`config.mk`:
```
export PLATFORM = sky130hd
export DESIGN_NAME = sat_adder_tree_flat
export DESIGN_NICKNAME = d
export VERILOG_FILES = /design/src/rtl/sat_arith_pkg.sv /design/src/rtl/sat_adder_tree_if.sv /design/src/rtl/sat_add_stage.sv /design/src/rtl/sat_adder_tree.sv /design/src/flat_wrapper.sv
export SDC_FILE = /design/constraint.sdc
export NUM_CORES = 1
export LEC_CHECK = 0
export ABC_AREA = 0
export CAP_MARGIN = 20
export CELL_PAD_IN_SITES_DETAIL_PLACEMENT = 1
export CELL_PAD_IN_SITES_GLOBAL_PLACEMENT = 2
export CORE_ASPECT_RATIO = 1.2
export CORE_MARGIN = 2
export CORE_UTILIZATION = 29
export CTS_BUF_LIST = sky130_fd_sc_hd__clkbuf_4
export CTS_CLUSTER_DIAMETER = 40
export CTS_CLUSTER_SIZE = 28
export DETAILED_ROUTE_END_ITERATION = 8
export PLACE_DENSITY = 0.71
export SYNTH_ARGS = -nofsm -noshare
export SYNTH_HDL_FRONTEND = slang
export SYNTH_HIERARCHICAL = 1
export SYNTH_SLANG_ARGS = --single-unit
```
`constraint.sdc`:
```
create_clock -name clk -period 7.7 [get_ports clk]
set_input_delay 1.155 -clock clk [delete_from_list [all_inputs] [get_ports clk]]
set_output_delay 1.155 -clock clk [all_outputs]
set_load 0.02 [all_outputs]
```
`src/rtl/sat_arith_pkg.sv`:
```
// Width-generic saturating arithmetic shared by the adder tree and its stages.
// Values travel in a 64-bit carrier; only the low w bits are meaningful (w <= 64).
package sat_arith_pkg;

    localparam int SAT_MAX_W = 64;

    typedef logic [SAT_MAX_W-1:0] sat_word_t;

    function automatic sat_word_t sat_mask(input int w);
        sat_word_t m;
        m = '0;
        for (int i = 0; i < SAT_MAX_W; i++) begin
            m[i] = (i < w);
        end
        return m;
    endfunction

    function automatic sat_word_t sat_max(input int w);
        return sat_mask(w - 1);
    endfunction

    function automatic sat_word_t sat_min(input int w);
        return sat_mask(w) & ~sat_mask(w - 1);
    endfunction

    function automatic logic sat_sign(input sat_word_t x, input int w);
        return |(x & sat_min(w));
    endfunction

    // Overflow is judged from operand signs against the sign of the wrapped sum.
    function automatic logic sat_add_ovf(input sat_word_t a, input sat_word_t b, input int w);
        sat_word_t raw;
        logic      sa;
        logic      sb;
        logic      sr;
        raw = (a + b) & sat_mask(w);
        sa  = sat_sign(a, w);
        sb  = sat_sign(b, w);
        sr  = sat_sign(raw, w);
        return (sa && sb && !sr) || (!sa && !sb && sr);
    endfunction

    function automatic sat_word_t sat_add_sum(input sat_word_t a, input sat_word_t b, input int w);
        sat_word_t raw;
        logic      sa;
        logic      sb;
        logic      sr;
        raw = (a + b) & sat_mask(w);
        sa  = sat_sign(a, w);
        sb  = sat_sign(b, w);
        sr  = sat_sign(raw, w);
        if (sa && sb && !sr) begin
            return sat_min(w);
        end
        if (!sa && !sb && sr) begin
            return sat_max(w);
        end
        return raw;
    endfunction

endpackage

```
`src/rtl/sat_adder_tree_if.sv`:
```
// Beat input and result output bundle of the saturating adder tree.
interface sat_adder_tree_if #(
    parameter int N_IN   = 8,
    parameter int DATA_W = 28
);
    logic                     in_valid;
    logic [N_IN*DATA_W-1:0]   in_data;
    logic                     in_last;
    logic                     acc_mode;
    logic                     sat_clear;
    logic                     out_valid;
    logic [DATA_W-1:0]        out_data;
    logic                     out_sat;
    logic                     sat_sticky;

    modport master (
        output in_valid, in_data, in_last, acc_mode, sat_clear,
        input  out_valid, out_data, out_sat, sat_sticky
    );

    modport slave (
        input  in_valid, in_data, in_last, acc_mode, sat_clear,
        output out_valid, out_data, out_sat, sat_sticky
    );
endinterface

```
`src/rtl/sat_add_stage.sv`:
```
// One registered tree node: saturating add of two children, carrying valid,
// saturation flag and beat sideband forward one cycle.
module sat_add_stage
    import sat_arith_pkg::*;
#(
    parameter int DATA_W = 28
) (
    input  logic              clk,
    input  logic              reset,
    input  logic              in_valid,
    input  logic [DATA_W-1:0] a,
    input  logic [DATA_W-1:0] b,
    input  logic              a_sat,
    input  logic              b_sat,
    input  logic              in_last,
    input  logic              in_acc,
    output logic              out_valid,
    output logic [DATA_W-1:0] out_data,
    output logic              out_sat,
    output logic              out_last,
    output logic              out_acc
);

    logic [DATA_W-1:0] sum;
    logic              ovf;

    always_comb begin
        sum = DATA_W'(sat_add_sum(sat_word_t'(a), sat_word_t'(b), DATA_W));
        ovf = sat_add_ovf(sat_word_t'(a), sat_word_t'(b), DATA_W);
    end

    // Payload only loads on valid beats; bubbles just drop the valid bit.
    always_ff @(posedge clk) begin
        if (reset) begin
            out_valid <= 1'b0;
            out_data  <= '0;
            out_sat   <= 1'b0;
            out_last  <= 1'b0;
            out_acc   <= 1'b0;
        end else begin
            out_valid <= in_valid;
            if (in_valid) begin
                out_data <= sum;
                out_sat  <= a_sat | b_sat | ovf;
                out_last <= in_last;
                out_acc  <= in_acc;
            end
        end
    end

endmodule

```
`src/rtl/sat_adder_tree.sv`:
```
// Pipelined saturating adder tree (log2(N_IN) levels) followed by an output
// stage that either passes the tree sum or accumulates it over a beat group.
module sat_adder_tree
    import sat_arith_pkg::*;
#(
    parameter int N_IN   = 8,
    parameter int DATA_W = 28
) (
    input  logic            clk,
    input  logic            reset,
    sat_adder_tree_if.slave bus
);

    localparam int NODES = 2 * N_IN;

    // Heap numbering: node 1 is the root, node i has children 2i and 2i+1,
    // and operand k sits at leaf N_IN+k, so siblings are adjacent operands.
    logic [DATA_W-1:0] node_data  [1:NODES-1];
    logic              node_valid [1:NODES-1];
    logic              node_sat   [1:NODES-1];
    logic              node_last  [1:NODES-1];
    logic              node_acc   [1:NODES-1];

    for (genvar k = 0; k < N_IN; k++) begin : g_leaf
        assign node_data[N_IN+k]  = bus.in_data[k*DATA_W +: DATA_W];
        assign node_valid[N_IN+k] = bus.in_valid;
        assign node_sat[N_IN+k]   = 1'b0;
        assign node_last[N_IN+k]  = bus.in_last;
        assign node_acc[N_IN+k]   = bus.acc_mode;
    end

    // Sibling sidebands always match, so combining them is lossless.
    for (genvar i = 1; i < N_IN; i++) begin : g_node
        sat_add_stage #(.DATA_W(DATA_W)) u_stage (
            .clk       (clk),
            .reset     (reset),
            .in_valid  (node_valid[2*i] & node_valid[2*i+1]),
            .a         (node_data[2*i]),
            .b         (node_data[2*i+1]),
            .a_sat     (node_sat[2*i]),
            .b_sat     (node_sat[2*i+1]),
            .in_last   (node_last[2*i] & node_last[2*i+1]),
            .in_acc    (node_acc[2*i] & node_acc[2*i+1]),
            .out_valid (node_valid[i]),
            .out_data  (node_data[i]),
            .out_sat   (node_sat[i]),
            .out_last  (node_last[i]),
            .out_acc   (node_acc[i])
        );
    end

    logic [DATA_W-1:0] acc_data;
    logic              acc_sat;
    logic [DATA_W-1:0] acc_sum;
    logic              acc_sat_sum;
    logic              out_valid_q;
    logic [DATA_W-1:0] out_data_q;
    logic              out_sat_q;
    logic              sticky_q;

    always_comb begin
        acc_sum     = DATA_W'(sat_add_sum(sat_word_t'(acc_data), sat_word_t'(node_data[1]), DATA_W));
        acc_sat_sum = acc_sat | node_sat[1]
                    | sat_add_ovf(sat_word_t'(acc_data), sat_word_t'(node_data[1]), DATA_W);
    end

    // Pass-through beats never touch the accumulator, so a group may be
    // interleaved with them; a closing beat emits and re-arms the group.
    always_ff @(posedge clk) begin
        if (reset) begin
            acc_data    <= '0;
            acc_sat     <= 1'b0;
            out_valid_q <= 1'b0;
            out_data_q  <= '0;
            out_sat_q   <= 1'b0;
            sticky_q    <= 1'b0;
        end else begin
            out_valid_q <= 1'b0;
            if (node_valid[1]) begin
                if (!node_acc[1]) begin
                    out_valid_q <= 1'b1;
                    out_data_q  <= node_data[1];
                    out_sat_q   <= node_sat[1];
                end else if (node_last[1]) begin
                    out_valid_q <= 1'b1;
                    out_data_q  <= acc_sum;
                    out_sat_q   <= acc_sat_sum;
                    acc_data    <= '0;
                    acc_sat     <= 1'b0;
                end else begin
                    acc_data    <= acc_sum;
                    acc_sat     <= acc_sat_sum;
                end
            end
            if (out_valid_q && out_sat_q) begin
                sticky_q <= 1'b1;
            end else if (bus.sat_clear) begin
                sticky_q <= 1'b0;
            end
        end
    end

    assign bus.out_valid  = out_valid_q;
    assign bus.out_data   = out_data_q;
    assign bus.out_sat    = out_sat_q;
    assign bus.sat_sticky = sticky_q;

endmodule

```
`src/flat_wrapper.sv`:
```
// flat-port wrapper written by rule: the top's interface ports become plain ports
module sat_adder_tree_flat import sat_arith_pkg::*;
#(
    parameter int N_IN   = 8,
    parameter int DATA_W = 28
)
  (clk, reset, bus_in_valid, bus_in_data, bus_in_last, bus_acc_mode, bus_sat_clear, bus_out_valid, bus_out_data, bus_out_sat, bus_sat_sticky);
  sat_adder_tree_if #(.N_IN(N_IN), .DATA_W(DATA_W)) bus_i ();
  input  logic clk;
  input  logic reset;
  input wire logic [$bits(bus_i.in_valid)-1:0] bus_in_valid;
  input wire logic [$bits(bus_i.in_data)-1:0] bus_in_data;
  input wire logic [$bits(bus_i.in_last)-1:0] bus_in_last;
  input wire logic [$bits(bus_i.acc_mode)-1:0] bus_acc_mode;
  input wire logic [$bits(bus_i.sat_clear)-1:0] bus_sat_clear;
  output wire logic [$bits(bus_i.out_valid)-1:0] bus_out_valid;
  output wire logic [$bits(bus_i.out_data)-1:0] bus_out_data;
  output wire logic [$bits(bus_i.out_sat)-1:0] bus_out_sat;
  output wire logic [$bits(bus_i.sat_sticky)-1:0] bus_sat_sticky;
  assign bus_i.in_valid = bus_in_valid;
  assign bus_i.in_data = bus_in_data;
  assign bus_i.in_last = bus_in_last;
  assign bus_i.acc_mode = bus_acc_mode;
  assign bus_i.sat_clear = bus_sat_clear;
  assign bus_out_valid = bus_i.out_valid;
  assign bus_out_data = bus_i.out_data;
  assign bus_out_sat = bus_i.out_sat;
  assign bus_sat_sticky = bus_i.sat_sticky;
  sat_adder_tree #(.N_IN(N_IN), .DATA_W(DATA_W)) u_core (.clk(clk), .reset(reset), .bus(bus_i));
endmodule
```
==> reports/qor.csv <==
stage,metric,value,unit
yosys,Yosys top cell area share,0.248,
grt,GRT Total Usage,0.196,
clock_tree,Post-CTS Hold Buffers,0,
grt,first-pass GRT wire length,130000,µm
grt,GRT overflow,0,
yosys,"EDFF count, synth",0,
floorplan,Row Count,113,
critical_path,worst path arrival time,5.60,ns
yosys,Compound-Gate Fraction of Synth Area,0.318,
clock_tree,Clock Sinks,284,
finish,# fillers,9438,
yosys,mean post-synth cell area,7.87,µm²
grt,vias in the first global route,23900,
floorplan,I/O Pins,261,
routing,drt via density,5.33,
hold_path,Worst Hold Class,flip-flop to flip-flop,
timing,Worst Tran Pin Value,1.11,ns
yosys,Synth Cell Area,0.0230,mm²
critical_path,Setup crit end kind,flip-flop,
yosys,post-synth top area cell,dfxtp_1,
place,Placed Area,0.0263,mm²
routing,vias,22300,
clock_tree,CTS Buffer Depth,3,
critical_path,crit-path max FO,15,
clock_tree,CTS H-tree depth,2,
yosys,"Primary FF master, synth",dfxtp_1,
finish,fraction of layout cells with a size suffix above 1,0.0720,
yosys,yosys synthesis warning count,6,
timing,setup_tns,0,ns
timing,Slew HR,0.254,
timing,final slew viol count,0,
finish,multi-input logic area,0.0163,mm²
yosys,xor/xnor cell area share of the yosys netlist,0.0591,
yosys,Post-Synth Simple-Gate Area,0.182,
clock_tree,CTS tree,done,
timing,Setup Skew,0.0480,ns
grt,initial antenna violation count,2,
clock_tree,worst-skew pair later-pin latency,0.84,ns
yosys,ys async rst share,0,
routing,DRT iter0 DRCs,867,
clock_tree,setup repair bufs after CTS,0,
clock_tree,cts repair resizes,0,
yosys,post-synthesis sequential area ratio,0.248,
place,hpwl dp,65100,µm
critical_path,kind of critical path,flip-flop to flip-flop,
yosys,largest family of logic cells by synthesized area,compound AO/OA/AOI/OAI gates,
place,Final Wtd Congestion,0.884,
timing,final worst-path cycle share,0.637,
timing,# setup viols final,0,
yosys,"flops & latches, synth",284,
pwr,leak pwr,11.1,nW
clock_tree,clock slew at reported path FFs,0.10,ns
timing,Max Freq,0.204,GHz
timing,final hold violations,0,
floorplan,core area,0.0788,mm²
timing,Tmin final,4.91,ns
pwr,power per cell area,160,mW/mm²
finish,Sequential Area,0.00569,mm²
flow_run,Max-cap violations,0,
yosys,post-synthesis adder-cell area fraction,0.140,
finish,Finished Cell Area,0.0273,mm²
timing,RSZ-0062 raised after global routing,false,
routing,post-route ant nets,0,
yosys,synth top area cells,"dfxtp_1 25%, ha_1 13%, a21oi_1 7.6%, nand2_1 5.9%, o21ai_0 4.9%",
clock_tree,clk root buf,clkbuf_4,
routing,Pre-Repair DR Iteration Count,5,
floorplan,Die Y,312,µm
floorplan,Die Wd,261,µm
routing,Post-Route WL,80900,µm
routing,DRC viols,0,
finish,Nets,3587,
critical_path,Worst Path Required,8.39,ns
grt,largest net degree at the start of global routing,118,
finish,synthesis-to-finish area growth,18.8,%
routing,WL per Instance,19.3,µm
pwr,Max VDD drop,0.0903,mV
floorplan,Die Area,0.0814,mm²
status,status,"finished, final reports clean",
yosys,mux cell area share after synthesis,0.0119,
critical_path,crit start category,flip-flop,
floorplan,starting density of the core,0.291,
yosys,Syn Inst Count,2917,
yosys,post-synthesis cell type count,104,
clock_tree,Num CTS Buffers,54,
place,PortBufs,260,
critical path, cell delays in order (launching register included):
cell and delay (ns):
dfxtp_1 0.38, ha_1 0.42, and3_1 0.25, nand3_1 0.12, nor4_1 0.36, a211o_2 0.27
o2bb2ai_2 0.22, a31oi_1 0.14, o21ai_0 0.44, fa_1 0.55, and2_1 0.33, buf_4 0.28
nor3_1 0.50, buf_4 0.25, o2111a_1 0.20, nor3_1 0.06
cells in the final DEF (no fill, tap or decap), types with 74 or more instances in the layout:
cell             count
a21o_1              89
dfxtp_1            284
o21ai_0            225
clkdlybuf4s50_1    258
nand2_1            360
xnor2_1             93
a21oi_1            348
inv_1               74
ha_1               232
nor2_1             211
cell families after synthesis:
logic type	count (synthesis)
AOI/OAI and AO/OA	1091
muxes	27
xor gates and xnor gates	154
buffers and inverters	219
and+or+nand+nor	893
DFF	284
adders and majority gates	248
other	1
metrics by stage:
step	setup WS [ns]	power [mW]	util	hold WS (ns)	cells
3_3_place_gp	2.24	2.93	0.334	0.437	4088
5_1_grt	2.52	4.64	0.346	0.479	4190
6_report	2.79	4.36	0.346	0.455	4190
3_5_place_dp	2.14	2.96	0.334	0.442	4088
4_1_cts	2.72	4.44	0.346	0.458	4188
2_1_floorplan	3.21	2.50	-	0.420	2924
layout make-up:
type,count,area share
clock buffer,59,0.0162
sequential,284,0.208
inverter,75,0.0103
clock inverter,41,0.0184
timing repair buffer,273,0.0994
antenna,2,0.000184
tap,1035,0.0475
multi-input combinational,2421,0.599
synthesized netlist by cell type (60+ instances only):
cell      count
xnor2_1      93
a211oi_1     61
o21ai_0     225
nor2_1      211
ha_1        232
a21o_1       89
nand2_1     360
a21oi_1     348
clkbuf_1    108
xor2_1       60
dfxtp_1     284
inv_1        74
routing by layer:
metal / global-route usage / up-vias / wire, µm
met3: 0.0218 / 89 / 2170
met5: 0 / - / 0
met1: 0.240 / 10800 / 36200
li1: - / 11100 / -
met4: 0.0448 / 0 / 1460
met2: 0.363 / 308 / 41100
report_power, final:
part | internal [mW] | switching [mW] | total (mW)
clock | 0.743 | 0.700 | 1.44
sequential | 1.55 | 0.0846 | 1.64
combinational | 0.541 | 0.744 | 1.29
total | 2.83 | 1.53 | 4.36
final timing paths:
check                                                            end  slack (ns)                                               start  depth (start not counted)
worst max-delay path            u_core/bus.out_data[17]$_SDFFE_PP0P_        2.79  u_core/g_node[1].u_stage/out_data[15]$_SDFFE_PP0P_                         15
worst min register to register      u_core/acc_data[16]$_SDFFE_PP0P_        0.46                    u_core/acc_data[16]$_SDFFE_PP0P_                          2
worst max register to register  u_core/bus.out_data[17]$_SDFFE_PP0P_        2.79  u_core/g_node[1].u_stage/out_data[15]$_SDFFE_PP0P_                         15
worst min-delay path                u_core/acc_data[16]$_SDFFE_PP0P_        0.46                    u_core/acc_data[16]$_SDFFE_PP0P_                          2
registers in the layout (all words and copies together), names as in the netlist:
| register | count |
|---|---|
| u_core/acc_data | 28 |
| u_core/g_node.u_stage/out_acc | 7 |
| u_core/bus.sat_sticky | 1 |
| u_core/bus.out_valid | 1 |
| u_core/g_node.u_stage/out_valid | 7 |
| u_core/bus.out_data | 28 |
| u_core/acc_sat | 1 |
| u_core/bus.out_sat | 1 |
| u_core/g_node.u_stage/out_sat | 7 |
| u_core/g_node.u_stage/out_last | 7 |
| u_core/g_node.u_stage/out_data | 196 |
Power figures use the tool's default switching activity.
